===== config.mk =====
export PLATFORM = sky130hd
export DESIGN_NAME = util_fifo_stepup_wr_arb
export DESIGN_NICKNAME = d
export VERILOG_FILES = /design/src/rtl/util_fifo_stepup_wr_arb.sv
export SDC_FILE = /design/constraint.sdc
export NUM_CORES = 1
export LEC_CHECK = 0
export CORE_MARGIN = 4
export CORE_UTILIZATION = 25
export DETAILED_ROUTE_END_ITERATION = 12
export DONT_BUFFER_PORTS = 1
export PLACE_DENSITY = 0.46
export SYNTH_ARGS = -nofsm -noshare
export SYNTH_HDL_FRONTEND = slang
export SYNTH_SLANG_ARGS = --single-unit

===== constraint.sdc =====
create_clock -name clk -period 3.5 [get_ports clk]
set_clock_uncertainty 0.05 [all_clocks]
set_input_delay 0.175 -clock clk [delete_from_list [all_inputs] [get_ports clk]]
set_output_delay 0.175 -clock clk [all_outputs]
set_load 0.05 [all_outputs]

===== src/rtl/util_fifo_stepup_wr_arb.sv =====
// util_fifo_stepup_wr_arb: round-robin write arbiter granting whole packing groups to a step-up FIFO
module util_fifo_stepup_wr_arb #(
    parameter int                     NUM_REQ      = 4,
    parameter int                     INPUT_WIDTH  = 32,
    parameter int                     OUTPUT_SCALE = 2,
    parameter int                     TIMEOUT      = 16,
    parameter logic [INPUT_WIDTH-1:0] PAD_VALUE    = '0
) (
    input  logic                           clk,
    input  logic                           rst_n,
    input  logic [NUM_REQ-1:0]             req_valid,
    input  logic [NUM_REQ*INPUT_WIDTH-1:0] req_data,
    output logic [NUM_REQ-1:0]             req_ready,
    output logic [INPUT_WIDTH-1:0]         fifo_din,
    output logic                           fifo_wren,
    input  logic                           fifo_full,
    output logic [NUM_REQ-1:0]             grant,
    output logic                           busy,
    output logic [15:0]                    pad_count
);
    localparam int IW = $clog2(NUM_REQ);
    localparam int BW = OUTPUT_SCALE > 1 ? $clog2(OUTPUT_SCALE) : 1;
    localparam int TW = TIMEOUT > 0 ? $clog2(TIMEOUT + 1) : 1;
    localparam logic [BW-1:0] LAST_BEAT = BW'(OUTPUT_SCALE - 1);
    localparam logic [TW-1:0] TMO_MAX = TW'(TIMEOUT);
    localparam logic [NUM_REQ-1:0] ONE = NUM_REQ'(1);

    typedef enum logic [1:0] {IDLE, GRANT, PAD} state_t;

    state_t             state, state_n;
    logic [NUM_REQ-1:0] grant_n;
    logic [IW-1:0]      own, own_n, last, last_n, base, win, k;
    logic [BW-1:0]      beat_cnt, beat_n;
    logic [TW-1:0]      tmo_cnt, tmo_n;
    logic [15:0]        pad_n;
    logic               found, timeout_hit, acc, pad_wr, done;

    assign timeout_hit = (TIMEOUT > 0) && state == GRANT && tmo_cnt == TMO_MAX;
    assign acc         = rst_n && state == GRANT && req_valid[own] && !fifo_full && !timeout_hit;
    assign pad_wr      = rst_n && state == PAD && !fifo_full;
    assign done        = (acc || pad_wr) && beat_cnt == LAST_BEAT;
    assign fifo_wren   = acc || pad_wr;
    assign fifo_din    = state == PAD ? PAD_VALUE : req_data[own*INPUT_WIDTH +: INPUT_WIDTH];
    assign req_ready   = (rst_n && state == GRANT && !fifo_full && !timeout_hit) ? grant : '0;
    assign busy        = rst_n && state != IDLE;
    // the finishing owner searches from itself onward, so it ends up with lowest priority
    assign base        = state == IDLE ? last : own;

    always_comb begin
        found = 1'b0;
        win   = '0;
        k     = base;
        for (int i = 0; i < NUM_REQ; i++) begin
            k = (k == IW'(NUM_REQ - 1)) ? '0 : k + 1'b1;
            if (!found && req_valid[k]) begin
                found = 1'b1;
                win   = k;
            end
        end
    end

    always_comb begin
        state_n = state;
        grant_n = grant;
        own_n   = own;
        last_n  = last;
        beat_n  = beat_cnt;
        tmo_n   = tmo_cnt;
        pad_n   = pad_count + {15'd0, pad_wr && pad_count != 16'hFFFF};
        if (state == IDLE) begin
            if (found) begin
                state_n = GRANT;
                grant_n = ONE << win;
                own_n   = win;
                beat_n  = '0;
                tmo_n   = '0;
            end
        end else if (done) begin
            last_n  = own;
            beat_n  = '0;
            tmo_n   = '0;
            state_n = found ? GRANT : IDLE;
            grant_n = found ? ONE << win : '0;
            own_n   = found ? win : own;
        end else if (timeout_hit) begin
            tmo_n   = '0;
            state_n = beat_cnt == '0 ? IDLE : PAD;
            grant_n = beat_cnt == '0 ? '0 : grant;
            last_n  = beat_cnt == '0 ? own : last;
        end else if (acc || pad_wr) begin
            beat_n = beat_cnt + 1'b1;
            tmo_n  = '0;
        end else if (TIMEOUT > 0 && state == GRANT && !req_valid[own]) begin
            tmo_n = tmo_cnt + 1'b1;
        end
    end

    always_ff @(posedge clk) begin
        if (!rst_n) begin
            state     <= IDLE;
            grant     <= '0;
            own       <= '0;
            last      <= IW'(NUM_REQ - 1);
            beat_cnt  <= '0;
            tmo_cnt   <= '0;
            pad_count <= '0;
        end else begin
            state     <= state_n;
            grant     <= grant_n;
            own       <= own_n;
            last      <= last_n;
            beat_cnt  <= beat_n;
            tmo_cnt   <= tmo_n;
            pad_count <= pad_n;
        end
    end
endmodule

### Word-level counts from Yosys, hierarchy flattened

Index checks and enable logic that the tools add are counted.

* flip-flop bits (word level): 32
* output and inout port bits: 58
* logic and storage cells: 123
* input bits: 135

* $lt $le $gt $ge: 5
* bitwise logic cells: 1
* equality and inequality tests: 12
* add/subtract/negate cells: 7
* shift-type cells: 2
* reduce and logical (&&, ||, !) cells: 35
* mux-type cells: 54

Operators by type and width (number)
* indexed part select 128 x 8 -> 32 bit: 1
* 2-to-1 mux 2 bit: 20
* 2-to-1 mux 32 bit: 1
* 2-to-1 mux 5 bit: 6
* 2-to-1 mux 4 bit: 7
* adder 16 x 1 -> 16 bit: 1
* logical AND 1 bit: 16
* != test 16 bit (second input constant): 1
* < comparator 2 x 3 -> 1 bit (second input constant): 5
* 2-to-1 mux 1 bit: 15
* binary-select mux 1 bit (select 2 bit): 5
* == test 2 bit (second input constant): 5
* AND reduction 3 bit: 3
* adder 2 x 1 -> 2 bit (second input constant): 4
* logical NOT 1 bit: 6
* != test 3 x 1 -> 1 bit (second input constant): 2
* nonzero test 2 bit: 3
* nonzero test 3 bit: 2
* adder 5 x 1 -> 5 bit (second input constant): 1
* == test 5 bit (second input constant): 1
* nonzero test 5 bit: 1
* AND reduction 2 bit: 2
* left shift 1 x 2 -> 4 bit (first input constant): 1
* == test 2 x 1 -> 1 bit (second input constant): 1
* 6 further kinds: 6

### Depth between registers and ports, before layout

* depth after elaboration: 20
* gate-level depth with buffers: 12
* depth with buffers taken out: 11

### Least setup slack after synthesis

Ideal clock, no wire load.

* path type: reg-to-reg
* from: register pad_count[6]
* to: register pad_count[14]
* required time: 3322 ps
* cell stages (with the launch flop): 13
* arrival time: 2436 ps
* period minus slack after synthesis: 2614 ps
* buffers on the path: 1
* path slack: 886 ps
* path through: dfxtp_1 > and4_1 > nand4_1 > nor3_1 > a21boi_0 > ha_1 > ha_1 > nand2_1 > or2_2 > clkbuf_1 > nor3_1 > xnor2_1 > nor2_1

* word-level cells in the longest chain between the ends: 3

RTL lines
* from (decl): line 19 `output logic [15:0] pad_count`
* from (signal assigned): line 114 `pad_count <= pad_n;`
* != test 16 bit: line 69 `pad_n = pad_count + {15'd0, pad_wr && pad_count != 16'hFFFF};`
* logical AND 1 bit: line 69
* adder 16 x 1 -> 16 bit *: line 69

Mark *: on every way between the ends. The rest lies on a longest branch, timed or not.
A chain may end at the register's enable or synchronous reset.

### Worst setup path in the final report

* from: register state[1]
* to: register pad_count[8]

* word-level cells in the longest chain between the ends: 5

RTL lines
* from (decl): line 30 `state_t state, state_n;`
* from (signal assigned): line 108 `state <= state_n;`
* == test 2 bit: line 40 `assign pad_wr = rst_n && state == PAD && !fifo_full;`
* logical AND 1 bit (2 in a row): line 40
* logical AND 1 bit: line 69
* adder 16 x 1 -> 16 bit: line 69

Every way passes these cells.

==> metrics.txt <==
# TYPE chip_impl_metric gauge
chip_impl_info{name="status",value="complete, no violations"} 1
chip_impl_metric{name="post_drt_wl_per_cell",unit="µm"} 20.75
chip_impl_metric{name="cp.buffers_inverters",unit=""} 0
chip_impl_info{name="end_kind",value="register"} 1
chip_impl_metric{name="drt_first_pass_iters",unit=""} 4
chip_impl_metric{name="io_pins",unit=""} 193
chip_impl_metric{name="postCtsSetupRepairBufs",unit=""} 0
chip_impl_metric{name="timing.final.crit_share",unit="%"} 76.28
chip_impl_metric{name="cp_data_required_time",unit="ps"} 3660
chip_impl_metric{name="insertion_delay",unit="ps"} 280
chip_impl_metric{name="core.rowCount",unit=""} 37
chip_impl_metric{name="utilization",unit="%"} 28.56
chip_impl_metric{name="grt_remaining_overflow",unit=""} 0
chip_impl_metric{name="synth_enable_flop_cells",unit=""} 0
chip_impl_metric{name="synth.distinct_cells",unit=""} 49
chip_impl_metric{name="totalPowerFinal",unit="mW"} 1.569
chip_impl_info{name="start_kind",value="register"} 1
chip_impl_metric{name="synth_sequential_area_ratio",unit="%"} 23.85
chip_impl_metric{name="worst_r2r_path_depth",unit=""} 9
chip_impl_metric{name="number_of_global_route_vias_before_repair",unit=""} 2258
chip_impl_info{name="timing.critical_path.cells",value="nand2b_1 > nor2_1 > a21boi_0 > ha_1 > ha_1 > nand2_1 > or2_2 > or3_1 > a21oi_1"} 1
chip_impl_metric{name="syn_nets",unit=""} 420
chip_impl_info{name="cp_top_family",value="simple AND/OR/NAND/NOR gates"} 1
chip_impl_metric{name="die_h",unit="µm"} 111.7
chip_impl_metric{name="relSlewSlack",unit="%"} 38.20
chip_impl_metric{name="grt_first_pass_wirelength",unit="mm"} 13.22
chip_impl_metric{name="globalRouteMet3Util",unit="%"} 3.207
chip_impl_metric{name="placedCellCount",unit=""} 410
chip_impl_metric{name="layout.filler_cells",unit=""} 1124
chip_impl_metric{name="p_leak",unit="nW"} 0.9518
chip_impl_metric{name="crit_arrival",unit="ps"} 2830
chip_impl_metric{name="synth_largest_type_area_fraction",unit="%"} 27.67
chip_impl_metric{name="floorplan_die_area",unit="µm²"} 12470
chip_impl_metric{name="drtIter0Drc",unit=""} 107
chip_impl_metric{name="final_hold_viol_count",unit=""} 0
chip_impl_info{name="critPathKind",value="reg -> reg"} 1
chip_impl_metric{name="drtAntennaViolNets",unit=""} 0
chip_impl_metric{name="post_synth.cell_area_avg",unit="µm²"} 9.560
chip_impl_metric{name="globalRouteTotalUtil",unit="%"} 13.16
chip_impl_metric{name="drv_slew",unit=""} 0
chip_impl_metric{name="async_flop_share",unit="%"} 0
chip_impl_info{name="worst_hold_class",value="in -> reg"} 1
chip_impl_info{name="worst_path_most_repeated_cell",value="sky130_fd_sc_hd__ha_1"} 1
chip_impl_info{name="critical_path.slowest_cell",value="sky130_fd_sc_hd__dfxtp_1"} 1
chip_impl_metric{name="postRouteWirelength",unit="mm"} 8.714
chip_impl_info{name="critical_path.endpoint",value="pad_count[8]"} 1
chip_impl_metric{name="timing.reg2reg.setup_slack",unit="ps"} 830
chip_impl_metric{name="drc_violations",unit=""} 0
chip_impl_info{name="clock_tree_from_tritoncts",value="done"} 1
chip_impl_metric{name="post-dp-hpwl",unit="mm"} 7.418
chip_impl_info{name="synth_area_leaders",value="sky130_fd_sc_hd__mux4_2 (28%), sky130_fd_sc_hd__dfxtp_1 (24%), sky130_fd_sc_hd__and2_1 (9.1%), sky130_fd_sc_hd__nor2_1 (4.3%), sky130_fd_sc_hd__xor2_1 (2.6%)"} 1
chip_impl_info{name="cts-root-buf",value="sky130_fd_sc_hd__clkbuf_8"} 1
chip_impl_metric{name="syn_area",unit="µm²"} 2686
chip_impl_metric{name="detailroute.via_count",unit=""} 2265
chip_impl_metric{name="setup_viols_final",unit=""} 0
chip_impl_info{name="synthFlopType",value="sky130_fd_sc_hd__dfxtp_1"} 1
chip_impl_metric{name="totalNegativeSetupSlack",unit="ps"} 0
chip_impl_metric{name="yosysWarningCount",unit=""} 0
chip_impl_info{name="regToRegStartpoint",value="state[1]"} 1
chip_impl_metric{name="gr-usage-met1",unit="%"} 14.72
chip_impl_metric{name="globalRouteMet2Util",unit="%"} 24.62
chip_impl_metric{name="power-per-cell-area",unit="nW/µm²"} 527.2
chip_impl_metric{name="coreArea",unit="µm²"} 10420
chip_impl_metric{name="cts-buffers-inserted",unit=""} 5
chip_impl_metric{name="layout.cells.non_filler",unit=""} 420
chip_impl_metric{name="num-nets-final",unit=""} 421
chip_impl_metric{name="initial_utilization",unit="%"} 25.79
chip_impl_metric{name="tritoncts_num_sinks",unit=""} 32
chip_impl_metric{name="via_per_inst",unit=""} 5.393
chip_impl_metric{name="post_route_cells_drive_above_1_share",unit="%"} 20.14
chip_impl_metric{name="number_of_antenna_violations_at_the_first_check_in_global_routing",unit=""} 2
chip_impl_metric{name="finalCriticalPeriod",unit="ps"} 2670
chip_impl_info{name="rsz0062_at_grt",value="false"} 1
chip_impl_metric{name="critPathMaxFanout",unit=""} 16
chip_impl_metric{name="ys_seq_elements",unit=""} 32
chip_impl_metric{name="die_x",unit="µm"} 111.7
chip_impl_metric{name="pin_count_of_the_biggest_net_entering_global_routing",unit=""} 34
chip_impl_metric{name="cpPeakStageDelay",unit="ps"} 610
chip_impl_metric{name="numPortBuffers",unit=""} 0
chip_impl_metric{name="netlist_instances",unit=""} 281
chip_impl_metric{name="syn_to_final_growth",unit="%"} 10.76
chip_impl_metric{name="ctsHtreeMaxLevel",unit=""} 2
chip_impl_metric{name="clk_pin_slew",unit="ps"} 70
chip_impl_info{name="critical_path.reg2reg.endpoint",value="pad_count[8]"} 1
chip_impl_metric{name="maxCapViolCount",unit=""} 0
chip_impl_info{name="gr-max-usage-layer",value="met2"} 1
chip_impl_metric{name="gpl.final_weighted_congestion",unit=""} 0.8894
chip_impl_info{name="beginning_of_the_critical_path",value="state[1]"} 1
chip_impl_metric{name="cts_max_path_buffers",unit=""} 2
chip_impl_metric{name="max_freq",unit="MHz"} 374.6
chip_impl_metric{name="ir_worst_vdd",unit="mV"} 0.2813
chip_impl_metric{name="cp.depth",unit=""} 9
chip_impl_metric{name="max_slew.worst_pin.slew",unit="ps"} 923.7
chip_impl_info{name="synth_area_leader_cell",value="sky130_fd_sc_hd__mux4_2"} 1
power breakdown:
group,switching (mW),internal [mW]
registers,0.0494,0.381
clock network,0.136,0.211
logic,0.551,0.239
total,0.737,0.832
worst min-delay path by stage:
| stage | cells past startpoint | from | slack, ps | to |
|---|---|---|---|---|
| 6_report | 2 | rst_n | 10 | own[1] |
| 5_1_grt | 2 | rst_n | 20 | own[1] |
| 4_1_cts | 2 | rst_n | 4 | own[1] |
| 3_5_place_dp | 1 | rst_n | 210 | last[1] |
| 3_3_place_gp | 1 | rst_n | 190 | last[1] |
| 2_1_floorplan | 2 | rst_n | 350 | last[1] |
Yosys cell counts, drive strengths merged (2+ instances only):
cell,number
nand2,14
xor2,8
nand3,5
nand4,5
and4,3
inv,11
a21oi,8
a32o,2
nor2,31
o21ai,8
ha,4
mux4,33
o32ai,2
nor3,8
a31oi,2
nand2b,4
and3,2
clkbuf,9
dfxtp,32
xnor2,7
and2,39
or3,3
nor2b,3
o211ai,7
buf,9
o22ai,2
kinds of logic (layout without fill, tap and decap cells):
group,count (synthesis),in the layout,share of synthesized area (%)
AND/OR/NAND/NOR,125,125,25.15
AO/OA/AOI/OAI,42,42,11.51
multiplexers,34,34,28.04
flip-flops,32,32,23.85
buffers and inverters,29,31,4.704
XOR/XNOR,15,15,4.891
adder cells (fa/ha/maj),4,4,1.863
other,0,1,0
cell type report:
class / count / area (µm²) / share of cell area [%]
clock buffers: 6 / 72.57 / 2.439
clock inverters: 2 / 35.03 / 1.177
multi-input cells: 220 / 1919 / 64.51
well taps: 136 / 170.2 / 5.719
diodes: 1 / 2.502 / 0.08410
repair buffers: 12 / 92.59 / 3.112
inverters: 11 / 41.29 / 1.388
flip-flops and latches: 32 / 641.9 / 21.57
cell usage in the layout (no fill, tap or decap), types with 5 or more instances in the layout:
master	Yosys	layout
sky130_fd_sc_hd__clkbuf_8	0	5
sky130_fd_sc_hd__nand2_1	14	14
sky130_fd_sc_hd__nand3_1	5	5
sky130_fd_sc_hd__a21oi_1	8	8
sky130_fd_sc_hd__and2_1	39	39
sky130_fd_sc_hd__dfxtp_1	32	31
sky130_fd_sc_hd__buf_4	0	11
sky130_fd_sc_hd__inv_1	11	11
sky130_fd_sc_hd__nand4_1	5	5
sky130_fd_sc_hd__o21ai_0	8	8
sky130_fd_sc_hd__nor3_1	8	8
sky130_fd_sc_hd__xor2_1	8	8
sky130_fd_sc_hd__xnor2_1	7	7
sky130_fd_sc_hd__o211ai_1	7	7
sky130_fd_sc_hd__nor2_1	31	31
sky130_fd_sc_hd__mux4_2	33	33
layer usage:
metal / wire (µm) / vias up
li1: - / 1052
met1: 3139 / 1084
met2: 4676 / 119
met3: 705 / 10
met4: 193 / 0
met5: 0 / -
flip-flops by register name, indices dropped and copies added (netlist names):
name / cells
own: 2
state: 2
tmo_cnt: 5
grant: 4
last: 2
beat_cnt: 1
pad_count: 16
repair_timing:
| item | 4_1_cts | 5_1_grt |
|---|---|---|
| hold buffers | 1 | 0 |
| resized for setup | 0 | 0 |
| endpoints found under the hold margin | 4 | 0 |
metrics by stage:
| step | cell area, µm² | hold slack [ps] | setup slack, ps |
|---|---|---|---|
| global placement | 2855 | 189.8 | 895.8 |
| finish | 2975 | 13.04 | 830.3 |
| detailed placement | 2855 | 208.7 | 838.4 |
| global route | 2975 | 24.71 | 504.2 |
| CTS | 2973 | 3.739 | 819.2 |
| floorplan | 2686 | 347.8 | 886.0 |
Power figures use the tool's default switching activity.
